`config.mk`:
```
export PLATFORM = sky130hd
export DESIGN_NAME = mips
export DESIGN_NICKNAME = d
export VERILOG_FILES = /design/src/rtl/mips_pkg.sv /design/src/rtl/key_debounce.sv /design/src/rtl/mips.sv
export SDC_FILE = /design/constraint.sdc
export NUM_CORES = 1
export LEC_CHECK = 0
export BUFFER_PORTS_ARGS = -buffer_cell sky130_fd_sc_hd__buf_2
export CORE_ASPECT_RATIO = 0.5
export CORE_MARGIN = 4
export CORE_UTILIZATION = 35
export DETAILED_ROUTE_END_ITERATION = 10
export PLACE_DENSITY_LB_ADDON = 0.25
export SYNTH_ARGS = -nofsm -noshare
export SYNTH_HDL_FRONTEND = slang
export SYNTH_SLANG_ARGS = --single-unit
```
`constraint.sdc`:
```
create_clock -name clk_in -period 3.65 [get_ports clk_in]
set_input_delay 0.1825 -clock clk_in [delete_from_list [all_inputs] [get_ports clk_in]]
set_output_delay 0.1825 -clock clk_in [all_outputs]
set_load 0.005 [all_outputs]
```
`src/rtl/mips_pkg.sv`:
```
// Shared definitions for the mips board-level block.
// Holds the parameter defaults, the active-low 7-segment code table
// ({dp,g,f,e,d,c,b,a}, dp always off), the UART transmitter state type and a
// nibble-to-segment helper.
package mips_pkg;

  localparam int unsigned DEBOUNCE_DEFAULT = 4;
  localparam int unsigned BAUD_DIV_DEFAULT = 8;
  localparam int unsigned SCAN_DIV_DEFAULT = 1024;

  // Element i is the segment code for hex digit i (element 0 in the LSBs).
  localparam logic [15:0][7:0] SEG_TABLE = {
    8'h8E, 8'h86, 8'hA1, 8'hC6, 8'h83, 8'h88, 8'h90, 8'h80,
    8'hF8, 8'h82, 8'h92, 8'h99, 8'hB0, 8'hA4, 8'hF9, 8'hC0
  };

  typedef enum logic {
    TX_IDLE,
    TX_SEND
  } tx_state_t;

  function automatic logic [7:0] hex_to_seg(input logic [3:0] nib);
    return SEG_TABLE[nib];
  endfunction

endpackage

```
`src/rtl/key_debounce.sv`:
```
// Single push-key conditioner: 2-flop synchronizer plus debouncer.
// Ports:
//   clk       - clock, rising edge
//   rst       - asynchronous reset, active-high
//   key_n     - raw active-low key, asynchronous to clk
//   key_event - one-cycle pulse, once per accepted press
// A press is accepted after DEBOUNCE consecutive synchronized-low samples and
// the key must be seen released before the next press can be accepted.
module key_debounce
  import mips_pkg::*;
#(
  parameter int unsigned DEBOUNCE = DEBOUNCE_DEFAULT
) (
  input  logic clk,
  input  logic rst,
  input  logic key_n,
  output logic key_event
);

  localparam int unsigned CW = (DEBOUNCE > 1) ? $clog2(DEBOUNCE) : 1;

  logic [1:0]    sync_q;
  logic [1:0]    warm_q;
  logic [CW-1:0] low_cnt;
  logic          latched;

  // warm_q masks the synchronizer's reset value for the first two cycles, and
  // latched starts set, so a key held through reset release needs a real
  // release before it can be accepted.
  always_ff @(posedge clk or posedge rst) begin
    if (rst) begin
      sync_q    <= '1;
      warm_q    <= '0;
      low_cnt   <= '0;
      latched   <= 1'b1;
      key_event <= 1'b0;
    end else begin
      sync_q    <= {sync_q[0], key_n};
      warm_q    <= {warm_q[0], 1'b1};
      key_event <= 1'b0;
      if (warm_q[1]) begin
        if (sync_q[1]) begin
          low_cnt <= '0;
          latched <= 1'b0;
        end else if (!latched) begin
          if (low_cnt == CW'(DEBOUNCE - 1)) begin
            key_event <= 1'b1;
            latched   <= 1'b1;
            low_cnt   <= '0;
          end else begin
            low_cnt <= low_cnt + CW'(1);
          end
        end
      end
    end
  end

endmodule

```
`src/rtl/mips.sv`:
```
// Board-level demo block: key-driven 32-bit counter with LED, UART and
// 7-segment readout.
// Ports:
//   clk_in, sys_rstn           - clock; asynchronous reset, active-high
//   uart_rxd / uart_txd        - unused input; 8N1 transmitter of count[7:0]
//   uart_rxd2 / uart_txd2      - combinational loopback
//   dip_switch0..7             - switch levels; 3..0 form the load value
//   user_key                   - active-low keys; [0] increments, [1] loads
//   led_light                  - active-low view of count
//   digital_tube0/1, sel0/1    - scanned banks for count[15:0] / count[31:16]
//   digital_tube2, sel2        - static digit for count[3:0]
module mips
  import mips_pkg::*;
#(
  parameter int unsigned DEBOUNCE = DEBOUNCE_DEFAULT,
  parameter int unsigned BAUD_DIV = BAUD_DIV_DEFAULT,
  parameter int unsigned SCAN_DIV = SCAN_DIV_DEFAULT
) (
  input  logic        clk_in,
  input  logic        sys_rstn,
  input  logic        uart_rxd,
  output logic        uart_txd,
  input  logic        uart_rxd2,
  output logic        uart_txd2,
  input  logic [7:0]  dip_switch0,
  input  logic [7:0]  dip_switch1,
  input  logic [7:0]  dip_switch2,
  input  logic [7:0]  dip_switch3,
  input  logic [7:0]  dip_switch4,
  input  logic [7:0]  dip_switch5,
  input  logic [7:0]  dip_switch6,
  input  logic [7:0]  dip_switch7,
  input  logic [7:0]  user_key,
  output logic [31:0] led_light,
  output logic [7:0]  digital_tube0,
  output logic [7:0]  digital_tube1,
  output logic [3:0]  digital_tube_sel0,
  output logic [3:0]  digital_tube_sel1,
  output logic [7:0]  digital_tube2,
  output logic        digital_tube_sel2
);

  localparam int unsigned BW = (BAUD_DIV > 1) ? $clog2(BAUD_DIV) : 1;
  localparam int unsigned SW = (SCAN_DIV > 1) ? $clog2(SCAN_DIV) : 1;

  logic unused_inputs;
  assign unused_inputs = ^{uart_rxd, dip_switch4, dip_switch5, dip_switch6,
                           dip_switch7, user_key[7:2]};

  // ---------------- keys ----------------
  logic key0_event;
  logic key1_event;

  key_debounce #(.DEBOUNCE(DEBOUNCE)) u_key0 (
    .clk       (clk_in),
    .rst       (sys_rstn),
    .key_n     (user_key[0]),
    .key_event (key0_event)
  );

  key_debounce #(.DEBOUNCE(DEBOUNCE)) u_key1 (
    .clk       (clk_in),
    .rst       (sys_rstn),
    .key_n     (user_key[1]),
    .key_event (key1_event)
  );

  // ---------------- counter ----------------
  logic [31:0] count;
  logic [31:0] next_count;
  logic        count_upd;

  always_comb begin
    next_count = count;
    if (key1_event) begin
      next_count = {dip_switch3, dip_switch2, dip_switch1, dip_switch0};
    end else if (key0_event) begin
      next_count = count + 32'd1;
    end
  end

  assign count_upd = key0_event | key1_event;

  always_ff @(posedge clk_in or posedge sys_rstn) begin
    if (sys_rstn) begin
      count <= '0;
    end else if (count_upd) begin
      count <= next_count;
    end
  end

  assign led_light = ~count;

  // ---------------- UART transmitter ----------------
  tx_state_t     tx_state;
  logic [BW-1:0] tx_baud;
  logic [3:0]    tx_bit;
  logic [9:0]    tx_frame;
  logic          tx_pending;
  logic          tx_txd;
  logic          bit_done;
  logic          frame_done;
  logic          tx_start;
  logic [7:0]    tx_byte;

  assign bit_done   = (tx_state == TX_SEND) && (tx_baud == BW'(BAUD_DIV - 1));
  assign frame_done = bit_done && (tx_bit == 4'd9);
  // A new frame may start in the same cycle the previous stop bit ends; an
  // update landing on that cycle sends its fresh value and absorbs any pending.
  assign tx_start   = ((tx_state == TX_IDLE) || frame_done) && (count_upd || tx_pending);
  assign tx_byte    = count_upd ? next_count[7:0] : count[7:0];

  always_ff @(posedge clk_in or posedge sys_rstn) begin
    if (sys_rstn) begin
      tx_state   <= TX_IDLE;
      tx_baud    <= '0;
      tx_bit     <= '0;
      tx_frame   <= '1;
      tx_pending <= 1'b0;
      tx_txd     <= 1'b1;
    end else if (tx_start) begin
      tx_state   <= TX_SEND;
      tx_baud    <= '0;
      tx_bit     <= '0;
      tx_frame   <= {1'b1, tx_byte, 1'b0};
      tx_pending <= 1'b0;
      tx_txd     <= 1'b0;
    end else begin
      if (count_upd) begin
        tx_pending <= 1'b1;
      end
      if (tx_state == TX_SEND) begin
        if (bit_done) begin
          tx_baud <= '0;
          if (frame_done) begin
            tx_state <= TX_IDLE;
            tx_txd   <= 1'b1;
          end else begin
            tx_bit <= tx_bit + 4'd1;
            tx_txd <= tx_frame[tx_bit + 4'd1];
          end
        end else begin
          tx_baud <= tx_baud + BW'(1);
        end
      end
    end
  end

  assign uart_txd  = tx_txd;
  assign uart_txd2 = uart_rxd2;

  // ---------------- 7-segment scanner ----------------
  logic [SW-1:0] scan_cnt;
  logic [1:0]    scan_idx;
  logic [15:0]   count_hi;

  always_ff @(posedge clk_in or posedge sys_rstn) begin
    if (sys_rstn) begin
      scan_cnt <= '0;
      scan_idx <= '0;
    end else if (scan_cnt == SW'(SCAN_DIV - 1)) begin
      scan_cnt <= '0;
      scan_idx <= scan_idx + 2'd1;
    end else begin
      scan_cnt <= scan_cnt + SW'(1);
    end
  end

  assign count_hi          = count[31:16];
  assign digital_tube_sel0 = 4'b0001 << scan_idx;
  assign digital_tube_sel1 = 4'b0001 << scan_idx;
  assign digital_tube0     = hex_to_seg(count[{scan_idx, 2'b00} +: 4]);
  assign digital_tube1     = hex_to_seg(count_hi[{scan_idx, 2'b00} +: 4]);
  assign digital_tube2     = hex_to_seg(count[3:0]);
  assign digital_tube_sel2 = 1'b1;

endmodule

```
======== After elaboration in Yosys (flattened, before gate mapping) ========
Memories as Yosys holds them, arrays and structs flattened.
Index checks and enable logic that the tools add are counted.
cells by class
  add/subtract/negate cells ............... 7
  multipliers ............................. 0
  divide/modulo/power cells ............... 0
  magnitude comparators ................... 4
  equal/unequal tests ..................... 8
  shifts and indexed selects .............. 3
  mux-type cells .......................... 44
  bitwise operators ....................... 3
  reductions and logical operators ........ 14
operators with widths
  cell                     number
  $mux W32                 2
  $add A32 B1 Y32 const B  1
  $mux W8                  4
  $not A32 Y32             1
  $shiftx A32 B5 Y4        1
  $mux W1                  23
  $lt A4 B5 Y1 const B     4
  $mux W4                  4
  $shiftx A16 B5 Y4        1
  $mux W2                  6
  $add A10 B1 Y10 const B  1
  $eq A10 B10 Y1 const B   1
  $mux W10                 1
  $mux W3                  3
  $reduce_and A2 Y1        4
  $reduce_bool A2 Y1       4
  $add A2 B1 Y2 const B    3
  $ne A2 B1 Y1 const B     3
  $add A4 B1 Y4 const B    1
  $bmux W1 S4              1
  $eq A2 B2 Y1 const B     2
  $eq A4 B4 Y1 const B     1
  $shl A1 B2 Y4 const A    1
  $add A3 B1 Y3 const B    1
  other kinds (6)          9
word-level totals
  register bits ........................... 79
  bits in latches ......................... 0
  memory bits (writable) .................. 0
  ROM bits ................................ 384
  input port bits ......................... 76
  output and inout port bits .............. 67
  word-level logic and storage cells ...... 106
  memories kept ........................... 3
memory list
  memory            depth  bits a word  rd ports  clocked after Yosys merged registers in  write ports  line            RTL
  (name not given)  16     8            1         0                                        0            mips_pkg.sv:23  return SEG_TABLE[nib];
  (name not given)  16     8            1         0                                        0            mips_pkg.sv:23
  (name not given)  16     8            1         0                                        0            mips_pkg.sv:23

======== Logic depth before layout (Yosys ltp) ========
Gate-level depths: netlist of the first run.
  depth in word-level cells ............... 7
  depth in mapped cells ................... 7
  mapped depth without buffers ............ 6

======== By module ========
From an unflattened synthesis of the first run, not the netlist that was laid out.
second synthesis, totals
  cell total of the unflattened synthesis .. 546
  area, all modules ....................... 5147.4 µm²
modules (own cells, without submodules)
  module        instances  cells an instance  area each (µm²)  seq. area each (µm²)
  mips          1          502                4569.4           1589.0
  key_debounce  2          22                 289.0            203.9

======== Worst setup path after synthesis of the first run ========
Ideal clock, no wire load.
  path kind ............................... flip-flop to output port
  start ................................... reg scan_idx[0]
  end ..................................... out digital_tube0[3]
  data arrival time ....................... 2012 ps
  data required time ...................... 3467 ps
  slack ................................... 1455 ps
  cell stages (with the launch flop) ...... 7
  buffers on the path ..................... 1
  cells stage by stage .................... dfrtp_1 -> buf_2 -> mux4_1 -> inv_1 -> ha_1 -> inv_1 -> mux4_2
on the way
  longest elaborated chain between the ends .. 3
RTL lines
  item                           line            RTL
  from (decl)                    mips.sv:154     logic [1:0] scan_idx;
  from (signal assigned)         mips.sv:163     scan_idx <= scan_idx + 2'd1;
  $shiftx A32 B5 Y4              mips.sv:172     assign digital_tube0 = hex_to_seg(count[{scan_idx, 2'b00} +: 4]);
  $mem_v2 Z16 W8                 -
  $mux W8 (implied by the code)  mips_pkg.sv:23
  to (decl)                      mips.sv:35      output logic [7:0] digital_tube0,
No other way between the ends. The select of a mux whose other input is x is not followed.

======== Final worst setup path of the first run ========
Same ends and word-level chain as after synthesis.

==> impl_results.md, run 1 <==
- RSZ-0062 raised after global routing: no
- Kind of end point of the critical path: output pin
- Number of nets in the layout: 720
- Routability congestion estimate: between 0.8 and 0.9
- Number of register bits inferred by synthesis: 77
- Worst reg2reg setup slack: about 1.0 ns
- Chip Height: between 90 and 100 um
- Via count of the first global-routing pass: about 4000
- Maximum level of the CTS H-tree: 3
- Data arrival time at the worst-slack endpoint: between 2 and 3 ns
- Detailed-router iteration count before antenna repair: 4
- Starting Density: 36.4%
- Met1 Use GR: slightly above 20%
- Clock sink total: a little under 80
- Final-layout setup total negative slack: 0 ns
- Clock buffers created by TritonCTS: 9
- Placeable core area: ~14000 sq um
- Vias per Instance: just over 5
- Post-route cell area: slightly below 6000 sq um
- CTS clk-pin slew, worst paths: 0.06 ns
- Cell row count: 30
- Data required, critical path: 3.47 ns
- Element type at the critical path start: register
- Pin count of the biggest net entering global routing: 59
- Root cell of the clock tree: clkbuf_16
- Layout area overhead: 18.5%
- Worst reg2reg path endpoint: count[21]$_DFFE_PP0P_
- Total Die Area: ~16000 sq um
- Yosys Warn Count: 0
- Number of unique standard cell types used by synthesis: 58
- Netlist area before placement: between 5000 and 6000 sq um
- Slew Viols, Final: 0
- Most Crowded Layer GR: met2
- Maximum clock skew at final layout: approximately 0.0061 ns
- Number of nets with antenna violations after detailed routing: 0
- Postcts setup bufs: 0
- Ant. Diodes: 0
- Cells on Worst Hold Path: 3
- Port Buffer Count: slightly below 100
- Final WL: 12300 um
- CTS tree: built
- Headroom to the max-slew limit: 28.4%
- Highest clock rate: approximately 340 MHz
- Crit share post-route: between 80% and 90%
- Worst Max-Slew Pin Slew: around 1.1 ns
- Syn Inst Count: between 500 and 600
- Worst Hold Endpoint: count[10]$_DFFE_PP0P_
- Library cell with the largest summed area after synthesis: dfrtp_1
- Part of the Yosys area used for sequential elements: just under 40%
- Met2 Track Usage GR: about a quarter
- Post-synth top area share: 30.3%
- Clock latency at the later pin of the worst-skew pair: ~0.34 ns
- Fin. Hold Viols: 0
- Worst voltage drop across the vdd grid: approximately 280 uV
- Met3 global-route usage: ~3.4%
- Sum of overflow across all layers after global routing: 0
- Total routing resource utilization after global routing: 15.3%
- Startpoint of the lowest-slack hold path: dip_switch1[2]
- Max Buffers Root-to-Sink: 2
- Estimated wirelength of the detail-placed design: roughly 9000 um
- Placed inst area: about 5600 sq um
- Async S/R FF share, synth: 100%
- Reg-to-reg critical path startpoint: count[2]$_DFFE_PP0P_
- Number of flops mapped to enable cells by yosys: 0
- Start-to-end type of the worst setup path: reg2out
- # setup viols final: 0
- Number of maximum-capacitance violations: 0
- Number of top-level pins: 143
- Average cell area after synthesis: between 9 and 10 sq um
- Initial detailed-routing violation count: ~360
- Main flop type after synthesis: dfrtp_1
- Worst min-delay path class: in2reg
- Top post-synthesis cells by area: dfrtp_1, dfstp_2, ha_1, mux4_2, inv_1
- Overall die width: roughly 180 um
- Initial antenna violation count: 0
- Wire length per cell: about 15 um
- Wire length of the first global-routing pass: 20300 um
- Leakage: between 0.002 and 0.003 uW
- Total via count in the routed design: 4217
- Crit path max fanout: 11
- Run status: completed
- Share of final-layout standard cells stronger than drive strength 1: 27.1%
- Number of design rule violations left after detail routing: 0
- Shortest period the worst path allows: between 2 and 3 ns
- Power density relative to cell area: between 700 and 800 nW/um^2
- Number of cells on the worst reg-to-reg path: 4
==> cells in the final DEF (no fill, tap or decap), types with 6 or more instances in the layout <==
| master | count |
|---|---|
| or4_1 | 11 |
| and3_1 | 6 |
| inv_1 | 51 |
| a21oi_1 | 13 |
| o21ai_0 | 38 |
| xnor2_1 | 16 |
| nand2_1 | 41 |
| nand4_1 | 12 |
| mux2i_1 | 9 |
| nor3_1 | 9 |
| nand3_1 | 27 |
| ha_1 | 29 |
| dfstp_2 | 16 |
| mux4_2 | 9 |
| nor4_1 | 6 |
| dfrtp_1 | 61 |
| a31oi_1 | 14 |
| o22ai_1 | 6 |
| clkbuf_16 | 9 |
| mux2_2 | 13 |
| buf_2 | 97 |
| o211ai_1 | 6 |
| or3_1 | 8 |
| o31ai_1 | 10 |
| nor2_1 | 28 |
==> synth_stat cells (8+ instances only) <==
| library cell | number |
|---|---|
| mux2_2 | 13 |
| dfrtp_1 | 61 |
| clkbuf_1 | 14 |
| ha_1 | 29 |
| nor2_1 | 28 |
| mux2i_1 | 9 |
| nand3_1 | 27 |
| mux4_2 | 9 |
| or3_1 | 8 |
| a21oi_1 | 13 |
| inv_1 | 52 |
| o31ai_1 | 10 |
| nor3_1 | 9 |
| o21ai_0 | 38 |
| buf_4 | 12 |
| nand2_1 | 41 |
| xnor2_1 | 16 |
| or4_1 | 11 |
| a31oi_1 | 14 |
| dfstp_2 | 16 |
| nand4_1 | 12 |
==> final cells by class <==
type                       count  area [sq um]
fill                        1349          7850
multi-input combinational    371          2700
sequential                    77          1950
timing repair buffer         104           546
tap                          192           240
clock buffer                   9           225
inverter                      52           195
clock inverter                 7           108
==> logic make-up after synthesis <==
group	synth area share [%]
flops	38.7
other cells	0.0745
buf+inv	7.93
xor+xnor	3.66
fa+ha+maj	7.21
mux	10.3
simple gates	19.4
compound gates	12.8
==> how the worst max path moves through the flow <==
stage                                   to  cells past startpoint                     from
final                     digital_tube0[3]                      6  scan_idx[0]$_DFFE_PP0N_
after global routing      digital_tube0[3]                      6  scan_idx[0]$_DFFE_PP0N_
after CTS                 digital_tube0[3]                      6  scan_idx[0]$_DFFE_PP0N_
after detailed placement  digital_tube0[3]                      6  scan_idx[0]$_DFFE_PP0N_
after global placement    digital_tube0[3]                      6  scan_idx[0]$_DFFE_PP0N_
after floorplan           digital_tube0[3]                      6  scan_idx[0]$_DFFE_PP0N_
==> state kept, by name, summed over array words and instances, names as in the netlist, 2 cells and up <==
signal	flops
u_key1.sync_q	2
scan_cnt	10
count	32
tx_frame	9
u_key1.low_cnt	2
tx_baud	3
u_key0.low_cnt	2
tx_bit	4
u_key0.sync_q	2
scan_idx	2
==> critical path: stages (launching register included) <==
cell and delay, ns:
dfrtp_1 0.73, mux4_1 0.77, inv_1 0.16, ha_1 0.14, inv_1 0.04, mux4_2 0.45, buf_2 0.14
==> through the flow <==
step | total power, uW | worst slack [ns] | utilization [%] | cells | hold slack (ns)
6_report | 4580 | 0.704 | 43.2 | 812 | 0.0619
5_1_grt | 4950 | 0.557 | 43.2 | 812 | 0.0812
4_1_cts | 4610 | 0.689 | 43.2 | 812 | 0.0603
3_5_place_dp | 3590 | 1.06 | 40.5 | 793 | 0.202
3_3_place_gp | 3550 | 1.06 | 40.5 | 793 | 0.197
2_1_floorplan | 2840 | 1.46 | - | 534 | 0.187
==> report_power, final <==
part           internal, uW  switching (uW)  total [uW]
clock                   611             386         997
sequential             1150             451        1610
combinational           960            1020        1980
==> timing repair <==
item                                    4_1_cts  5_1_grt
endpoints found under the hold margin        15        0
hold buffers                                  3        0
gates resized for setup                       0        0
endpoints found under the setup margin        0        0
==> layer usage <==
metal  vias up  share of wire (%)
met5         -                  0
met4         0                1.3
met3        12                4.6
met2        84                 47
met1      2052                 47
li1       2069                  -
(Power assumes the default switching activity.)
==> run 2: changes to the inputs <==
--- a/config.mk
+++ b/config.mk
@@ -5,6 +5,7 @@
 export SDC_FILE = /design/constraint.sdc
 export NUM_CORES = 1
 export LEC_CHECK = 0
+export ABC_AREA = 1
 export BUFFER_PORTS_ARGS = -buffer_cell sky130_fd_sc_hd__buf_2
 export CORE_ASPECT_RATIO = 0.5
 export CORE_MARGIN = 4
==> constraint.sdc (replaced) <==
create_clock -name clk_in -period 2.8 [get_ports clk_in]
set_input_delay 0.14 -clock clk_in [delete_from_list [all_inputs] [get_ports clk_in]]
set_output_delay 0.14 -clock clk_in [all_outputs]
set_load 0.005 [all_outputs]
==> impl_results.md, run 2 <==
- Placed inst area: just over 6000 sq um
- Top post-synthesis cells by area: dfrtp_1, nand2_1, dfstp_2, nand3_1, ha_1
- Fraction of synthesized area in multiplexers: 0%
- Main flop type after synthesis: dfrtp_1
- Final-layout setup total negative slack: 0 ns
- Number of flops mapped to enable cells by yosys: 0
- Initial antenna violation count: 0
- Worst Max-Slew Pin Slew: approximately 0.8 ns
- Sequential group share of total power: between 30% and 40%
- Yosys Warn Count: 0
- Library cell with the largest summed area after synthesis: dfrtp_1
- Sum of overflow across all layers after global routing: 0
- Dominant combinational cell family by area after synthesis: simple AND/OR/NAND/NOR gates
- Part of the Yosys area used for sequential elements: between 30 and 40%
- Power Internal: ~3400 uW
- Highest clock rate: between 400 and 500 MHz
- Cell with the largest stage delay on the worst path: dfrtp_1
- Final WL: between 15000 and 20000 um
- Most frequent cells after synthesis: nand2_1, inv_1, nand3_1, dfrtp_1, nor2_1
- Vias per Instance: 4.83
- Worst min-delay path class: in2reg
- Netlist area before placement: 5450 sq um
- Most frequent cells in the layout: nand2_1, buf_2, inv_1
- Initial detailed-routing violation count: approximately 380
- Clock latency at the later pin of the worst-skew pair: between 0.3 and 0.4 ns
- Largest register FFs: 32
- Fraction of power consumed by the clock network: between 20% and 30%
- Post-synth top area share: 28.0%
- Kind of end point of the critical path: output pin
- Number of gates resized after cts: 0
- Filler cell count in the final layout: between 1500 and 2000
- Start-to-end type of the worst setup path: reg2out
- Post-route cell area: between 6000 and 7000 sq um
- Leading registers by flop count: count: 32 flops, scan_cnt: 10 flops, tx_frame: 9 flops
- Adder-cell share of the synthesized area: 6.66%
- Number of register bits inferred by synthesis: 77
- Run status: completed
- Maximum cell stage delay along the critical path: 0.52 ns
- Layout area overhead: 17.4%
- Reg with most FFs: count
- Leakage: 0.00333 uW
- Via count of the first global-routing pass: 4912
- Placeable core area: around 15000 sq um
- Root cell of the clock tree: clkbuf_16
- Most common cell in the synthesized netlist: nand2_1
- Ant. Diodes: 0
- Worst voltage drop across the vdd grid: 301 uV
- Share of the synthesized netlist area taken by xor and xnor gates: about 1.1%
- Fin. Hold Viols: 0
- Data arrival time at the worst-slack endpoint: ~2.3 ns
- Number of unique standard cell types used by synthesis: 36
- Number of nets with antenna violations after detailed routing: 0
- Starting Density: 36.7%
- Max Buffers Root-to-Sink: 2
- Data required, critical path: 2.66 ns
- Number of maximum-capacitance violations: 0
- Estimated wirelength of the detail-placed design: around 11000 um
- Syn Inst Count: a little under 800
- Chip Height: about 96 um
- CTS clk-pin slew, worst paths: about 0.06 ns
- Average cell area after synthesis: about 6.9 sq um
- Headroom to the max-slew limit: between 40% and 50%
- Clock sink total: 77
- Wire length of the first global-routing pass: 24500 um
- Crit path cell chain: inv_2 -> nand3_1 -> nand2_1 -> inv_1 -> ha_1 -> o21ai_0 -> inv_1 -> a21oi_1 -> buf_2
- Total routing resource utilization after global routing: between 15 and 20%
- Cell row count: 31
- Most Frequent Cell on Critical Path: inv_1
- Share of final-layout standard cells stronger than drive strength 1: about a fifth
- Crit share post-route: approximately 87%
- Pin count of the biggest net entering global routing: 36
- Port Buffer Count: just under 100
- CTS tree: built
- Fraction of the mapped netlist area in simple logic gates: a little over a third
- Element type at the critical path start: register
- Maximum clock skew at final layout: ~0.011 ns
- Power density relative to cell area: slightly below 1000 nW/um^2
- Number of nets in the layout: 989
- Total via count in the routed design: 5252
- Crit path max fanout: 12
- Routability congestion estimate: ~0.84
- Switching share of power: a little under half
- Shortest period the worst path allows: ~2.4 ns
- Overall die width: about 180 um
- RSZ-0062 raised after global routing: no
- Total Die Area: approximately 18000 sq um
- # setup viols final: 0
- Most common library cell in the layout ignoring fill and taps: nand2_1
- Async S/R FF share, synth: 100%
- Combinational power share: between 40% and 50%
- Detailed-router iteration count before antenna repair: 5
- Slew Viols, Final: 0
- Postcts setup bufs: 0
- Number of design rule violations left after detail routing: 0
- Wire length per cell: between 10 and 15 um
- Maximum level of the CTS H-tree: 3
- Number of top-level pins: around 140
- Synth Area in Compound Gates: between 10 and 15%
- Clock buffers created by TritonCTS: 9
- Switching power summed over all nets: around 2800 uW
run 2: power groups by stage:
stage | clock (uW) | combinational (uW) | sequential (uW)
floorplan | 0 | 2030 | 1850
finish | 1250 | 2880 | 2090
global route | 1330 | 3340 | 2160
detailed placement | 0 | 2890 | 2100
CTS | 1280 | 2910 | 2080
global placement | 0 | 2860 | 2080
run 2: path summary, 6_finish.rpt:
kind | start | endpoint | slack, ns | cells past startpoint
setup / recovery | scan_idx[1]$_DFFE_PP0N_ | digital_tube0[2] | 0.38 | 9
hold / removal | dip_switch1[0] | count[8]$_DFFE_PP0P_ | 0.02 | 3
setup reg to reg | u_key1.key_event$_DFF_PP0_ | tx_frame[4]$_DFFE_PP1P_ | 0.90 | 7
hold reg to reg | u_key1.warm_q[0]$_DFF_PP0_ | u_key0.warm_q[1]$_DFF_PP0_ | 0.35 | 0
max in group asynchronous | sys_rstn | count[21]$_DFFE_PP0P_ | 1.58 | 4
min in group asynchronous | sys_rstn | u_key0.low_cnt[1]$_DFFE_PP0P_ | 0.49 | 3
run 2: what timing repair did:
item	4_1_cts	5_1_grt
hold buffers	3	0
hold endpoints to repair	28	0
setup endpoints to repair	0	0
run 2: logic make-up (layout without fill, tap and decap cells):
logic type,Yosys count,after routing
buffers and inverters,134,226
adder cells (fa/ha/maj),29,29
XOR/XNOR,7,7
flip-flops,77,77
AO/OA/AOI/OAI,99,99
AND/OR/NAND/NOR,446,446
other,1,5
run 2: per-stage QoR:
step / worst slack [ns] / std cells / hold slack (ns) / util (%) / total power (uW)
5_1_grt: 0.162 / 1087 / 0.0254 / 43.1 / 6830
4_1_cts: 0.371 / 1087 / 0.0109 / 43.1 / 6270
6_report: 0.377 / 1087 / 0.0203 / 43.1 / 6210
3_5_place_dp: 0.750 / 1068 / 0.247 / 40.7 / 4990
3_3_place_gp: 0.761 / 1068 / 0.248 / 40.7 / 4950
2_1_floorplan: 0.720 / 797 / 0.144 / - / 3880
run 2: worst max-delay path, delay by kind of cell (launching register included):
| kind | cells | cell delay, ns |
|---|---|---|
| AOI/OAI and AO/OA | 2 | 0.33 |
| adders and majority gates | 1 | 0.24 |
| buffers and inverters | 4 | 0.56 |
| DFF | 1 | 0.52 |
| and+or+nand+nor | 2 | 0.30 |
run 2: area by class of cell:
class	instances	area [sq um]	share of cell area (%)
sequential	77	1950	30.4
clock buffer	10	239	3.74
timing repair buffer	105	566	8.84
tap	198	248	3.87
clock inverter	6	76.3	1.19
inverter	105	394	6.16
multi-input combinational	586	2930	45.8
run 2: metal layers:
| metal | vias up | routed length [um] | GRT usage [%] |
|---|---|---|---|
| li1 | 2697 | - | - |
| met1 | 2404 | 7220 | 23.6 |
| met2 | 128 | 6820 | 27.8 |
| met3 | 23 | 894 | 3.96 |
| met4 | 0 | 196 | 4.00 |
| met5 | - | 0 | 0 |
